File: config.mk
export PLATFORM = sky130hd
export DESIGN_NAME = div_seq
export DESIGN_NICKNAME = d
export VERILOG_FILES = /design/src/rtl/div_seq.sv
export SDC_FILE = /design/constraint.sdc
export NUM_CORES = 1
export LEC_CHECK = 0
export CORE_MARGIN = 8
export CORE_UTILIZATION = 40
export CTS_CLUSTER_SIZE = 12
export DETAILED_ROUTE_END_ITERATION = 6
export PLACE_DENSITY = 0.72
export SYNTH_ARGS = -nofsm -noshare
export SYNTH_HDL_FRONTEND = slang
export SYNTH_SLANG_ARGS = --single-unit
File: constraint.sdc
create_clock -name clk -period 8.2 [get_ports clk]
set_input_delay 2.46 -clock clk [delete_from_list [all_inputs] [get_ports clk]]
set_output_delay 2.46 -clock clk [all_outputs]
set_load 0.02 [all_outputs]
File: src/rtl/div_seq.sv
// Multi-cycle radix-2 restoring divider for the EX-stage HI/LO path; result_o = {remainder, quotient}.
// Define DIV_SIGNED_EN to honour signed_i (DIV); without it every divide is unsigned (DIVU).
module div_seq #(
  parameter int DATA_W = 32
) (
  input  logic                  clk,
  input  logic                  rst,
  input  logic                  start_i,
  input  logic                  signed_i,
  input  logic                  annul_i,
  input  logic [DATA_W-1:0]     opdata1_i,
  input  logic [DATA_W-1:0]     opdata2_i,
  output logic [2*DATA_W-1:0]   result_o,
  output logic                  ready_o,
  output logic                  stallreq_o
);

  localparam int CNT_W = $clog2(DATA_W);

  typedef enum logic [1:0] {
    S_IDLE   = 2'd0,
    S_BYZERO = 2'd1,
    S_ON     = 2'd2,
    S_END    = 2'd3
  } state_t;

  state_t              state;
  state_t              next_state;
  logic [CNT_W-1:0]    cnt;
  logic [DATA_W-1:0]   prem;
  logic [DATA_W-1:0]   quo;
  logic [DATA_W-1:0]   dvsr;
  logic                neg_q;
  logic                neg_r;

  logic                sgn_a;
  logic                sgn_b;
  logic [DATA_W-1:0]   abs_a;
  logic [DATA_W-1:0]   abs_b;
  logic                accept;
  logic                last_step;

  logic [DATA_W:0]     shifted;
  logic [DATA_W+1:0]   trial;
  logic                trial_ok;
  logic [DATA_W-1:0]   prem_nxt;
  logic [DATA_W-1:0]   quo_nxt;
  logic [DATA_W-1:0]   q_fix;
  logic [DATA_W-1:0]   r_fix;

`ifdef DIV_SIGNED_EN
  assign sgn_a = signed_i & opdata1_i[DATA_W-1];
  assign sgn_b = signed_i & opdata2_i[DATA_W-1];
`else
  logic unused_signed;
  assign unused_signed = signed_i;
  assign sgn_a = 1'b0;
  assign sgn_b = 1'b0;
`endif

  // The core always divides magnitudes; signs are reapplied on the final step.
  assign abs_a     = sgn_a ? (~opdata1_i + 1'b1) : opdata1_i;
  assign abs_b     = sgn_b ? (~opdata2_i + 1'b1) : opdata2_i;
  assign accept    = start_i & ~annul_i;
  assign last_step = (cnt == CNT_W'(DATA_W-1));

  // One restoring step: the dividend is shifted out of quo into prem while quotient bits shift in.
  always_comb begin
    shifted  = {prem, quo[DATA_W-1]};
    trial    = {1'b0, shifted} - {2'b00, dvsr};
    trial_ok = ~trial[DATA_W+1];
    prem_nxt = trial_ok ? trial[DATA_W-1:0] : shifted[DATA_W-1:0];
    quo_nxt  = {quo[DATA_W-2:0], trial_ok};
    q_fix    = neg_q ? (~quo_nxt + 1'b1) : quo_nxt;
    r_fix    = neg_r ? (~prem_nxt + 1'b1) : prem_nxt;
  end

  // State register
  always_ff @(posedge clk or posedge rst) begin
    if (rst) begin
      state <= S_IDLE;
    end else begin
      state <= next_state;
    end
  end

  // Next-state logic; annul_i wins over start_i everywhere.
  always_comb begin
    next_state = state;
    case (state)
      S_IDLE: begin
        if (accept) begin
          next_state = (opdata2_i == '0) ? S_BYZERO : S_ON;
        end
      end
      S_BYZERO: begin
        next_state = annul_i ? S_IDLE : S_END;
      end
      S_ON: begin
        if (annul_i) begin
          next_state = S_IDLE;
        end else if (last_step) begin
          next_state = S_END;
        end
      end
      S_END: begin
        if (annul_i || !start_i) begin
          next_state = S_IDLE;
        end
      end
      default: next_state = S_IDLE;
    endcase
  end

  // Output logic
  always_comb begin
    stallreq_o = start_i & ~ready_o & ~annul_i;
  end

  // Datapath and registered result/ready.
  always_ff @(posedge clk or posedge rst) begin
    if (rst) begin
      cnt      <= '0;
      prem     <= '0;
      quo      <= '0;
      dvsr     <= '0;
      neg_q    <= 1'b0;
      neg_r    <= 1'b0;
      result_o <= '0;
      ready_o  <= 1'b0;
    end else begin
      case (state)
        S_IDLE: begin
          if (accept) begin
            cnt   <= '0;
            prem  <= '0;
            quo   <= abs_a;
            dvsr  <= abs_b;
            neg_q <= sgn_a ^ sgn_b;
            neg_r <= sgn_a;
          end
        end
        S_BYZERO: begin
          if (!annul_i) begin
            result_o <= '0;
            ready_o  <= 1'b1;
          end
        end
        S_ON: begin
          if (!annul_i) begin
            prem <= prem_nxt;
            quo  <= quo_nxt;
            cnt  <= cnt + 1'b1;
            if (last_step) begin
              result_o <= {r_fix, q_fix};
              ready_o  <= 1'b1;
            end
          end
        end
        S_END: begin
          if (annul_i || !start_i) begin
            result_o <= '0;
            ready_o  <= 1'b0;
          end
        end
        default: ;
      endcase
    end
  end

endmodule

After elaboration in Yosys (flattened, before gate mapping)
Index checks and enable logic that the tools add are counted.
- register bits: 168
- bits of input ports: 69
- output and inout bits: 66
- logic and storage cells: 62
- add/sub/neg operators: 2
- equality and inequality tests: 10
- multiplexer cells: 27
- bitwise operators: 6
- reduce and logical (&&, ||, !) cells: 10
- operator list (operator ; number):
    $mux W64 ; 4
    $pmux W64 S3 ; 1
    $mux W32 ; 5
    $pmux W32 S2 ; 2
    $sub A33 B32 Y34 ; 1
    $logic_not A32 Y1 ; 1
    $mux W2 ; 6
    $mux W5 ; 2
    $ne A2 B2 Y1 const B ; 5
    $pmux W5 S2 ; 1
    $pmux W2 S4 ; 1
    $reduce_and A3 Y1 ; 2
    $add A5 B1 Y5 const B ; 1
    $eq A5 B5 Y1 const B ; 1
    $reduce_and A5 Y1 ; 1
    $eq A2 B2 Y1 const B ; 2
    $mux W1 ; 4
    $and A1 B1 Y1 ; 3
    $ne A3 B3 Y1 const B ; 1
    $not A1 Y1 ; 3
    $pmux W1 S3 ; 1
    $reduce_bool A3 Y1 ; 1
    $eq A2 B1 Y1 const B ; 1
    $logic_not A2 Y1 ; 1
    other kinds (4) ; 4

Depth between registers and ports, before layout
- depth after elaboration: 5
- gate-level depth with buffers: 14

Worst setup path after synthesis
OpenSTA, ideal clock, no wires.
- path type: input to output
- from: input annul_i
- to: output stallreq_o
- data arrival time: 3.060 ns
- data required time: 5.740 ns
- setup slack: 2.680 ns
- cell stages on the path: 3
- cell sequence: clkbuf_1 > nand2b_1 > nor2_1
- cells in the longest elaborated chain, start to end: 2
- ends and longest elaborated chain (item ; RTL line ; RTL):
    from (decl) ; 10 ; input logic annul_i,
    $not A1 Y1 ; 117 ; stallreq_o = start_i & ~ready_o & ~annul_i;
    $and A1 B1 Y1 ; 117 ;
    to (decl) ; 15 ; output logic stallreq_o
No other way between the ends.

Final worst setup path
Ends and elaborated chain as after synthesis.

==> PnR_summary.wiki <==
{| class="wikitable"
! Metric !! Value
|-
| Status || completed
|-
| Via density || 5.36
|-
| Post-synthesis adder-cell area fraction || 5.83%
|-
| Most common cell in the synthesized netlist || sky130_fd_sc_hd__dfrtp_1
|-
| Unrepaired setup endpoints after global routing || false
|-
| Library cell with the largest summed area after synthesis || sky130_fd_sc_hd__dfrtp_1
|-
| Clock tree sinks || 168
|-
| Number of distinct library cell variants in the gate-level netlist after synthesis || 51
|-
| Total clock buffers created by CTS || 17
|-
| Die footprint || 26800 um^2
|-
| Critical path data arrival time || around 4 ns
|-
| Switching component of the power || 2.12 mW
|-
| Biggest fanout along the worst timing path || 9
|-
| Proportion of synthesized area in mux cells || under 10%
|-
| Worst slew margin || between 20% and 30%
|-
| Synth Area in Compound Gates || 19.8%
|-
| Routed wire length per instance || 17.3 um
|-
| Antenna diode count || 0
|-
| Gr usage total || 17.4%
|-
| Number of buffers inserted by post-CTS setup repair || 0
|-
| Gate count of the mapped netlist || 923
|-
| Leakage || 4.95 nW
|-
| Critical Path Source Type || input pin
|-
| Final-layout setup total negative slack || 0 ns
|-
| Startpoint of the most critical hold path || result_o[58]
|-
| Clock insertion delay at the later pin of the skew report || 0.43 ns
|-
| Max Buffers Root-to-Sink || 2
|-
| Transition time at the pin with the least slew margin || between 1 and 1.5 ns
|-
| Hold-fix buffers at CTS || 0
|-
| Min cycle time layout || 6.47 ns
|-
| Required arrival time at the worst endpoint || approximately 5.7 ns
|-
| Ranking of synthesized cells by area || sky130_fd_sc_hd__dfrtp_1 (48%), sky130_fd_sc_hd__nand2_1 (6.5%), sky130_fd_sc_hd__ha_1 (5.6%)
|-
| XOR/XNOR Fraction of Synth Area || 2.81%
|-
| Die H || 164 um
|-
| Post-route clock period utilization || about four fifths
|-
| # resized after CTS || 0
|-
| Root cell of the clock tree || sky130_fd_sc_hd__clkbuf_16
|-
| Flop pwr share || 29.0%
|-
| Fraction of the core area covered by cells at the end of the flow || around half
|-
| Main combinational cell family by area after synthesis || compound AO/OA/AOI/OAI gates
|-
| Fraction of the mapped netlist area in simple logic gates || around 13%
|-
| Antenna-violating nets left || 0
|-
| Nets in the synthesized netlist || 1032
|-
| Post-placement worst setup slack || about 1.8 ns
|-
| Synth Area per Inst || approximately 9.4 um^2
|-
| Critical setup path kind || input pin to primary output
|-
| Endpoint with the worst hold slack || result_o[58]
|-
| Number of port buffers || 133
|-
| Half-perimeter wire length after detailed placement || 16.3 mm
|-
| Worst vdd ir || roughly 0.22 mV
|-
| Area grow syn2layout || 24.2%
|-
| Start of the worst register-to-register path || state[0]
|-
| Number of antenna violations at the first check in global routing || 0
|-
| Gr ovfl total || 0
|-
| Count of unresolved DRC violations after routing || 0
|-
| Share of power burned in combinational logic || 54.8%
|-
| Clock tree from TritonCTS || yes
|-
| Number of rows created at floorplan || 54
|-
| Via Count || 7107
|-
| Layout cell share with drive strength beyond 1 || 7.36%
|-
| Max-slew violation total from the final report || 0
|-
| Area share of the largest cell type after synthesis || 48.3%
|-
| Starting density of the core || 40.3%
|-
| Sequential cell area fraction in the yosys report || 48.3%
|-
| Global-route wire length before repair || ~37 mm
|-
| IO Count || 135
|-
| Post-synthesis instance area || 8710 um^2
|-
| Fraction of registers with async set/reset || 100%
|-
| Violation count after the first detailed-route iteration || roughly 560
|-
| Critical register-to-register path endpoint || result_o[61]
|-
| Syn. warnings || 0
|-
| Clock tree skew after final layout || around 0.011 ns
|-
| Capturing element type of the critical path || primary output
|-
| CTS H-tree depth || 4
|-
| Worst Reg-to-Reg Cells || 8
|-
| Weighted congestion at the end of routability-driven global placement || approximately 0.90
|-
| Yosys reg bits || 168
|-
| Power share of the clock group || 16.1%
|-
| Setup slack on the worst flop-to-flop path || 4.57 ns
|-
| Max-cap check violation count || 0
|-
| Width of the die || 164 um
|-
| Max frequency || 155 MHz
|-
| Hold Violations, Final || 0
|-
| Worst Hold Depth || 2
|-
| Number of inserted filler cells in the final layout || 2000
|-
| Switching share of total power || between 40 and 50%
|-
| Final #Nets || 1142
|-
| Clk slew on worst S/H paths || 0.06 ns
|-
| Number of iterations in the first detailed-routing pass || 7
|-
| Detailed Route WL || 22.9 mm
|-
| Fin worst setup slack || approximately 1.7 ns
|-
| Most used flip-flop cell after synthesis || sky130_fd_sc_hd__dfrtp_1
|-
| Core Region || ~22000 um^2
|-
| Most common library cells after synthesis || sky130_fd_sc_hd__dfrtp_1 (168), sky130_fd_sc_hd__nand2_1 (151), sky130_fd_sc_hd__o21ai_0 (93), sky130_fd_sc_hd__inv_1 (73), sky130_fd_sc_hd__a21oi_1 (52)
|-
| Post-synth EDFFs || 0
|-
| Final setup fails || 0
|-
| Path type of the worst min-delay path || register to register
|-
| Pwr/cell area || between 400 and 500 nW/um^2
|-
| Largest net degree at the start of global routing || ~110
|-
| Number of global-route vias before repair || 7120
|-
| Int Power || 2.63 mW
|}
## state kept, by name, summed over array words and instances (netlist names)
| signal | flops |
|---|---|
| result_o | 64 |
| dvsr | 32 |
| prem | 32 |
| quo | 32 |
| cnt | 5 |
| state | 2 |
| ready_o | 1 |
## cell usage in the layout (no fill, tap or decap), drive strengths merged, types with 9 or more instances in the layout
master	instances
a21o	10
a21oi	52
a222oi	30
a22o	18
buf	9
clkbuf	23
clkdlybuf4s50	133
dfrtp	168
ha	39
inv	75
mux2	32
nand2	151
nand4	9
nor2	44
nor3	9
nor4	9
o21ai	111
o31ai	12
xnor2	15
xor2	13
## area by class of cell
class	count	area, um^2	share of cell area (%)
Sequential cell	168	4200	38.9
Inverter	73	279	2.58
Clock inverter	9	93.8	0.867
Tap cell	280	350	3.24
Multi-Input combinational cell	631	4040	37.3
Timing Repair Buffer	142	1400	12.9
Clock buffer	23	458	4.23
## per-layer routing
layer | track usage [%] | share of wire, % | vias up
met2 | 29.3 | 49 | 147
li1 | - | - | 3456
met5 | 0 | 0 | -
met3 | 3.35 | 4.6 | 25
met1 | 22.1 | 45 | 3479
met4 | 5.58 | 1.5 | 0
## per-stage QoR
| step | power (mW) | hold WS [ns] | cell area [um^2] | instances |
|---|---|---|---|---|
| 4_1_cts | 4.78 | 0.482 | 10800 | 1326 |
| 2_1_floorplan | 3.24 | 0.445 | 8710 | 923 |
| 3_3_place_gp | 3.94 | 0.456 | 10300 | 1294 |
| 6_report | 4.75 | 0.478 | 10800 | 1326 |
| 5_1_grt | 5.13 | 0.500 | 10800 | 1326 |
| 3_5_place_dp | 3.99 | 0.467 | 10300 | 1294 |
## worst max path at each step
stage	cells after the start	to	start
3_5_place_dp	4	stallreq_o	annul_i
2_1_floorplan	1	cnt[0]	rst
6_report	4	stallreq_o	annul_i
3_3_place_gp	4	stallreq_o	annul_i
4_1_cts	4	stallreq_o	annul_i
5_1_grt	4	stallreq_o	annul_i
## critical path, cell delays in order
cell	delay (ns)
sky130_fd_sc_hd__clkdlybuf4s50_1	0.55
sky130_fd_sc_hd__nand2b_1	0.28
sky130_fd_sc_hd__nor2_1	0.11
sky130_fd_sc_hd__clkdlybuf4s50_1	0.61
## logic make-up after synthesis
logic type | after synthesis
buffers and inverters | 124
adder cells (fa/ha/maj) | 40
AO/OA/AOI/OAI | 265
multiplexers | 39
XOR/XNOR | 28
flip-flops | 168
AND/OR/NAND/NOR | 259
## power by group through the flow
stage / Combinational [mW] / Sequential, mW / Clock, mW
2_1_floorplan: 1.75 / 1.48 / 0
3_3_place_gp: 2.56 / 1.38 / 0
3_5_place_dp: 2.60 / 1.39 / 0
4_1_cts: 2.62 / 1.38 / 0.777
5_1_grt: 2.89 / 1.42 / 0.814
6_report: 2.61 / 1.38 / 0.767
(Power assumes the default switching activity.)
